**src/rtl/mem_arbiter.sv**
```systemverilog
// mem_arbiter: shares the single Data_Memory port between two cache masters.
//   m0 = instruction-side cache, m1 = dcache_top.
//   Each transfer: grant (GNTx) and hold until mem_ack_i, then one REL cycle
//   with the memory enable low before the next grant.
// Ports:
//   clk_i, rst_i (async, active-low)
//   m{0,1}_enable_i/write_i/addr_i/data_i : master requests
//   m{0,1}_data_o/ack_o                   : read data (qualified by ack), done pulse
//   mem_enable_o/write_o/addr_o/data_o    : to Data_Memory
//   mem_data_i/ack_i                      : from Data_Memory
//   grant_o : one-hot owner ([0]=m0, [1]=m1), err_o : sticky protocol error
module mem_arbiter #(
  parameter int ADDR_W = 32,
  parameter int DATA_W = 256,
  parameter int RR_EN  = 1
) (
  input  logic              clk_i,
  input  logic              rst_i,
  input  logic              m0_enable_i,
  input  logic              m0_write_i,
  input  logic [ADDR_W-1:0] m0_addr_i,
  input  logic [DATA_W-1:0] m0_data_i,
  output logic [DATA_W-1:0] m0_data_o,
  output logic              m0_ack_o,
  input  logic              m1_enable_i,
  input  logic              m1_write_i,
  input  logic [ADDR_W-1:0] m1_addr_i,
  input  logic [DATA_W-1:0] m1_data_i,
  output logic [DATA_W-1:0] m1_data_o,
  output logic              m1_ack_o,
  output logic              mem_enable_o,
  output logic              mem_write_o,
  output logic [ADDR_W-1:0] mem_addr_o,
  output logic [DATA_W-1:0] mem_data_o,
  input  logic [DATA_W-1:0] mem_data_i,
  input  logic              mem_ack_i,
  output logic [1:0]        grant_o,
  output logic              err_o
);

  localparam bit RR = (RR_EN != 0);

  typedef enum logic [1:0] {IDLE, GNT0, GNT1, REL} state_t;

  state_t state;
  logic   last;   // 1 = m1 was served last, 0 = m0
  logic   err;
  logic   pick1;  // arbitration result: 1 = m1 wins
  logic   g0, g1;

  // Tie: round-robin grants the master not served last; fixed priority favours m1.
  always_comb begin
    pick1 = m1_enable_i;
    if (m0_enable_i && m1_enable_i)
      pick1 = RR ? ~last : 1'b1;
  end

  always_ff @(posedge clk_i or negedge rst_i) begin
    if (!rst_i) begin
      state <= IDLE;
      last  <= 1'b1;
      err   <= 1'b0;
    end else begin
      case (state)
        IDLE, REL: begin
          // an ack with no transfer in flight is a memory-side protocol error
          if (mem_ack_i) err <= 1'b1;
          if (m0_enable_i || m1_enable_i)
            state <= pick1 ? GNT1 : GNT0;
          else
            state <= IDLE;
        end
        GNT0: begin
          // transfer keeps going even if the master drops its request
          if (!m0_enable_i) err <= 1'b1;
          if (mem_ack_i) begin
            state <= REL;
            last  <= 1'b0;
          end
        end
        GNT1: begin
          if (!m1_enable_i) err <= 1'b1;
          if (mem_ack_i) begin
            state <= REL;
            last  <= 1'b1;
          end
        end
        default: state <= IDLE;
      endcase
    end
  end

  assign g0 = (state == GNT0);
  assign g1 = (state == GNT1);

  assign grant_o      = {g1, g0};
  assign mem_enable_o = g0 | g1;
  assign mem_write_o  = (g0 & m0_write_i) | (g1 & m1_write_i);
  assign mem_addr_o   = g0 ? m0_addr_i : (g1 ? m1_addr_i : '0);
  assign mem_data_o   = g0 ? m0_data_i : (g1 ? m1_data_i : '0);

  // read data fans out unqualified; each master qualifies it with its ack
  assign m0_data_o = mem_data_i;
  assign m1_data_o = mem_data_i;
  assign m0_ack_o  = g0 & mem_ack_i;
  assign m1_ack_o  = g1 & mem_ack_i;
  assign err_o     = err;

endmodule

```
**config.mk**
```make
export PLATFORM = sky130hd
export DESIGN_NAME = mem_arbiter
export DESIGN_NICKNAME = d
export VERILOG_FILES = /design/src/rtl/mem_arbiter.sv
export SDC_FILE = /design/constraint.sdc
export NUM_CORES = 1
export LEC_CHECK = 0
export ABC_AREA = 0
export CAP_MARGIN = 5
export CORE_AREA = 3 3 648 650
export CTS_CLUSTER_SIZE = 10
export DETAILED_ROUTE_END_ITERATION = 8
export DIE_AREA = 0 0 651 653
export GPL_ROUTABILITY_DRIVEN = 1
export PLACE_DENSITY = 0.3
export SYNTH_ARGS = -nofsm -noshare
export SYNTH_HDL_FRONTEND = slang
export SYNTH_SLANG_ARGS = --single-unit
```
**constraint.sdc**
```tcl
create_clock -name clk_i -period 1.9 [get_ports clk_i]
set_input_delay 0.285 -clock clk_i [delete_from_list [all_inputs] [get_ports clk_i]]
set_output_delay 0.285 -clock clk_i [all_outputs]
set_load 0.1 [all_outputs]
```
==> metrics, run 1 <==
vias=approximately 14000; htree depth=1; Leak=between 10 and 15 nW; IO Pins=between 1500 and 2000; crit end category=output port; Final Power=between 70 and 80 mW; Max Slew Vio Count=0; site row count=around 240; TritonCTS buffer count=3; crit-path cells=inv_2 -> ha_4 -> buf_12 -> buf_16 -> nand2_2 -> o21ai_4 -> buf_12; Final Hold Vio Count=0; clk sinks=4; placed wire-length estimate=between 300000 and 400000 um; status=finished, violations left; DR iter-0 viols=around 720; Top cell by count, worst path=buf_12; Chip Height=approximately 650 um; DIE AREA=roughly 430000 sq um; Nets=between 2000 and 3000; TritonRoute pass-1 iters=7; global-route usage over all layers=0.148; WP data required=around 1.6 ns; CP Max Fanout=6; critical path arrival=between 2 and 2.5 ns; Synth Area in Adders=0.00607; setup violators final=between 200 and 300; ys flop type=dfrtp_1; critical path startpoint=state[0]$_DFFE_PN0P_; Die W=approximately 650 um; ranking of synthesized cells by area=buf_4, nand2_1, o21ai_1; Fin Hold WS=0.277 ns; DR WL met3=about 81000 um; critical path's largest stage delay=about 0.43 ns; Slowest cell on crit path=dfrtp_2; Initial Util=0.0199; number of routed nets with antenna violations=0; TritonCTS clock tree=yes; worst skew pair latency=between 0.2 and 0.25 ns; worst slew pin tran=roughly 0.63 ns; WL met1=roughly 98000 um; top cell type's share of synthesized area=0.485; share of cells above drive strength 1=0.527; DR WL met2=147000 um; sequential share of the synthesized area=0.0123; Final period util=1.28; post-synthesis simple-gate area fraction=0.267; worst rel slew slack=0.579; post-layout util=0.0768; top layer in use=met5; I/O Buffers=877; Cell Area, Synth=8250 sq um; Max Clk Rate=a little over 400 MHz; largest family of logic cells by synthesized area=buffers and inverters; reg2reg start=state[1]$_DFFE_PN0P_; Mean Syn Cell Area=about 5.5 sq um; Core Region=roughly 410000 sq um; total grt overflow=0; routability congestion estimate=0.835; Async SR Flop Fraction=1.00; Yosys top cell by area=buf_4; register bit total from synthesis=4; clock buffer depth=2; RSZ-0062 raised after global routing=true; fin worst setup slack=-0.523 ns; drt drc=0; most common cell in the netlist=nand2_1; reg-to-reg setup timing slack=0.27 ns; syn nets=about 2300; Wirelength per Cell=~44 um; global-route wire length before repair=about 360000 um; cells on worst reg2reg path=6; xor/xnor share of the synthesized area=0; vias per cell=approximately 1.9; pin count of the biggest net entering global routing=46; kind of start point of the critical path=flop; CTS Root Cell=clkbuf_16; antenna violations before repair=244; Area Growth Syn to Fin=285%; vias in the first global route=around 14000; max-cap viol count=0; pre-CTS setup slack=-1.12 ns; count of different cell masters after synthesis=21; minimum clock period=~2.4 ns; failing checks=setup timing; Min-Delay Path Class=in -> async; Yosys warnings=0; Critical R2R Capture=err_o$_DFFE_PN0P_; clock-pin slew on the worst setup and hold paths=around 0.03 ns; Synth Area in Compound Gates=0.181; Routed WL=334000 um; maximum VDD drop=~1.2 mV; Post-synth top cells=nand2_1, buf_4, o21ai_1; clock skew=between 0.0006 and 0.0007 ns; Hold-fix buffers, CTS=0; Pwr Density=around 2200 nW/um^2; CP Class=reg -> out; cell count after synthesis=about 1500; post-synthesis mux area share=0; Post-synth EDFFs=0
-- worst max-delay path: cells and delay by family (launching register included) --
kind                       cells  cell delay (ns)
buffers and inverters          4             0.70
DFF                            1             0.43
AOI/OAI and AO/OA              1             0.39
adders and majority gates      1             0.20
and+or+nand+nor                1             0.09
-- area by class of cell --
type | instances | area, sq um
repair buffers | 1170 | 16900
inverters | 5 | 18.8
diodes | 84 | 210
well taps | 5474 | 6850
fillers | 48116 | 382000
multi-input cells | 883 | 7650
flip-flops and latches | 4 | 103
clock buffers | 4 | 78.8
-- worst max-delay path by stage --
| stage | end | slack, ns |
|---|---|---|
| floorplan | mem_data_o[13] | -0.80 |
| global placement | mem_data_o[168] | -1.14 |
| detailed placement | mem_data_o[168] | -1.12 |
| CTS | mem_data_o[151] | -0.60 |
| global route | mem_data_o[162] | -0.57 |
| finish | mem_data_o[162] | -0.52 |
-- metal layers --
metal | track usage | vias up
li1 | - | 5472
met1 | 0.124 | 6383
met2 | 0.233 | 2024
met3 | 0.168 | 490
met4 | 0.0247 | 107
met5 | 0.0128 | -
-- where the power goes --
part	leakage [nW]	switching (mW)	internal (mW)
Clock	0.0387	0.0644	0.278
Sequential	0.0406	0.0389	0.131
Combinational	9.93	45.9	24.1
Total	10.0	46.0	24.5
-- registers in the layout, summed over array words and instances, names as in the netlist --
signal / cells
err_o: 1
state: 2
last: 1
-- logic make-up after synthesis --
kind of cell               count (synthesis)
AOI/OAI and AO/OA                        296
buffers and inverters                    615
adders and majority gates                  4
and+or+nand+nor                          583
DFF                                        4
-- what timing repair did --
item / CTS / global route
pin swaps: 73 / 105
gates resized for setup: 434 / 307
cloned: 27 / 32
setup buffers: 64 / 46
setup endpoints to repair: 291 / 291
-- placed cells by master, fill, tap and decap left out, types with 2 or more instances in the layout --
| master | count |
|---|---|
| a21oi_1 | 2 |
| buf_12 | 380 |
| buf_16 | 47 |
| buf_4 | 61 |
| buf_6 | 48 |
| buf_8 | 18 |
| bufbuf_16 | 3 |
| clkbuf_16 | 34 |
| clkdlybuf4s50_1 | 582 |
| dfrtp_1 | 2 |
| diode_2 | 84 |
| ha_1 | 2 |
| ha_4 | 2 |
| inv_1 | 3 |
| inv_2 | 2 |
| nand2_1 | 374 |
| nand2_2 | 128 |
| nand2_4 | 71 |
| nand2_8 | 5 |
| o21ai_0 | 2 |
| o21ai_1 | 4 |
| o21ai_2 | 34 |
| o21ai_4 | 250 |
-- per-stage QoR --
step | TNS, ns | instances | instance area (sq um)
6_report | -112.62 | 7624 | 31800
5_1_grt | -130.65 | 7600 | 31700
4_1_cts | -125.99 | 7470 | 29300
3_5_place_dp | -82.05 | 7375 | 25800
3_3_place_gp | -84.16 | 7375 | 25800
2_1_floorplan | -118.25 | 1502 | 9930
Power figures use the tool's default switching activity.
==> run 2, diff against run 1 <==
--- a/config.mk
+++ b/config.mk
@@ -12,7 +12,6 @@
 export DETAILED_ROUTE_END_ITERATION = 8
 export DIE_AREA = 0 0 651 653
 export GPL_ROUTABILITY_DRIVEN = 1
-export PLACE_DENSITY = 0.3
 export SYNTH_ARGS = -nofsm -noshare
 export SYNTH_HDL_FRONTEND = slang
 export SYNTH_SLANG_ARGS = --single-unit
==> run 2 against run 1 <==
The run still ends with setup timing left; non-clock buffer count fell by 163; via count fell by 2.4%; maximum frequency rose by 1.8%; sequential share of layout area barely moved; combinational power fell by 12%; worst hold slack improved by 0.011 ns; global-route usage rose by 2.0 points; count of clock-buffer cells in the layout did not move; routed wire length rose by 12%; critical path type is now in -> out.
==> metrics, run 2 (synthesis gave the netlist of run 1 again) <==
status=finished, violations left; failing checks=setup timing; DR WL met2=around 160000 um; critical path's largest stage delay=around 1.1 ns; global-route usage over all layers=0.167; DIE AREA=425000 sq um; number of routed nets with antenna violations=0; Chip Height=approximately 650 um; CTS Root Cell=clkbuf_16; clock share of power=0.006; TritonCTS clock tree=yes; Die W=~650 um; vias=about 14000; share of cells above drive strength 1=0.434; leading cell types in the layout, fill and taps excluded=clkdlybuf4s50_1, nand2_1, buf_12; Wirelength per Cell=around 50 um; drt drc=0; clock buffer depth=2; Final Hold Vio Count=0; max FFs per register=2; CP Max Fanout=1; worst skew pair latency=between 0.2 and 0.25 ns; setup violators final=just under 300; Leak=between 8 and 9 nW; max-cap viol count=0; Core Region=around 410000 sq um; WL met1=around 110000 um; clock-pin slew on the worst setup and hold paths=0.03 ns; switching share of power=0.677; top layer in use=met5; DR iter-0 viols=between 800 and 900; site row count=236; reg2reg start=state[0]$_DFFE_PN0P_; TritonRoute pass-1 iters=4; Levels on crit path=4; vias per cell=between 1.5 and 2; fin worst setup slack=-0.479 ns; RSZ-0062 raised after global routing=true; kind of start point of the critical path=input pin; placed wire-length estimate=357000 um; routability congestion estimate=0.884; Psw=approximately 42 mW; Routed WL=375000 um; Min-Delay Path Class=in -> async; IO Pins=1646; vias in the first global route=roughly 13000; clock skew=around 0.00013 ns; crit end category=output port; DR WL met3=94800 um; Max Clk Rate=about 420 MHz; htree depth=1; maximum VDD drop=between 1.5 and 2 mV; Nets=2747; Slowest cell on crit path=clkdlybuf4s50_1; worst rel slew slack=0.323; Top reg by flops=state; antenna violations before repair=between 300 and 400; cell-internal power=roughly 20 mW; TritonCTS buffer count=3; most common cell after layout, fill and taps aside=clkdlybuf4s50_1; CP Buf/Inv Count=2; Hold-fix buffers, CTS=0; Final Power=between 60 and 70 mW; reg-to-reg setup timing slack=~0.28 ns; minimum clock period=between 2 and 2.5 ns; worst slew pin tran=~1 ns; global-route wire length before repair=about 400000 um; Area Growth Syn to Fin=241%; Worst path top cell family by delay=buffers and inverters; Pwr Density=around 2200 nW/um^2; Critical R2R Capture=err_o$_DFFE_PN0P_; crit-path cells=clkdlybuf4s50_1 -> nand2_1 -> o21ai_4 -> buf_12; CP Class=in -> out; WP data required=approximately 1.6 ns; pin count of the biggest net entering global routing=46; Final period util=1.25; Flop pwr share=0.003; I/O Buffers=~880; Comb power frac=0.992; Initial Util=0.0199; cells on worst reg2reg path=6; critical path arrival=about 2.1 ns; clk sinks=4; setup TNS=-91.67 ns; total grt overflow=0; Max Slew Vio Count=0
==> run 2: per-stage QoR <==
stage	std cells	setup slack, ns	instance area [sq um]	hold WS [ns]	utilization
floorplan	1502	-0.801	9930	-0.0106	-
global placement	7329	-0.621	25100	0.481	0.0607
detailed placement	7329	-0.617	25100	0.521	0.0607
CTS	7346	-0.441	26700	0.279	0.0646
global route	7384	-0.455	28000	0.290	0.0678
finish	7416	-0.479	28100	0.288	0.0680
==> run 2: area by class of cell <==
| type | count | area, sq um |
|---|---|---|
| multi-input cells | 883 | 7010 |
| flip-flops and latches | 4 | 103 |
| repair buffers | 1007 | 14000 |
| clock buffers | 4 | 78.8 |
| well taps | 5474 | 6850 |
| fillers | 48266 | 386000 |
| diodes | 39 | 97.6 |
| inverters | 5 | 18.8 |
==> run 2: per-layer routing <==
layer,GRT usage,up-vias
met4,0.0373,200
met5,0.0181,-
met1,0.135,5690
li1,-,5090
met3,0.201,795
met2,0.257,2352
==> run 2: power by group through the flow <==
stage	logic, mW	clock network, mW	registers, mW
finish	61.6	0.345	0.169
global route	63.8	0.357	0.173
CTS	59.7	0.350	0.167
detailed placement	56.6	0	0.165
global placement	56.5	0	0.161
floorplan	35.2	0	0.152
==> run 2: worst max path at each step <==
| stage | startpoint | to |
|---|---|---|
| 2_1_floorplan | state[1]$_DFFE_PN0P_ | mem_data_o[13] |
| 3_3_place_gp | state[1]$_DFFE_PN0P_ | mem_data_o[148] |
| 3_5_place_dp | state[1]$_DFFE_PN0P_ | mem_data_o[152] |
| 4_1_cts | state[0]$_DFFE_PN0P_ | mem_data_o[150] |
| 5_1_grt | state[0]$_DFFE_PN0P_ | mem_data_o[213] |
| 6_report | m1_data_i[13] | mem_data_o[13] |
==> run 2: what timing repair did <==
| action | 4_1_cts | 5_1_grt |
|---|---|---|
| endpoints found under the setup margin | 292 | 292 |
| gates resized for setup | 293 | 167 |
| buffers inserted | 7 | 12 |
| gates cloned | 7 | 19 |
| pin swaps | 25 | 61 |
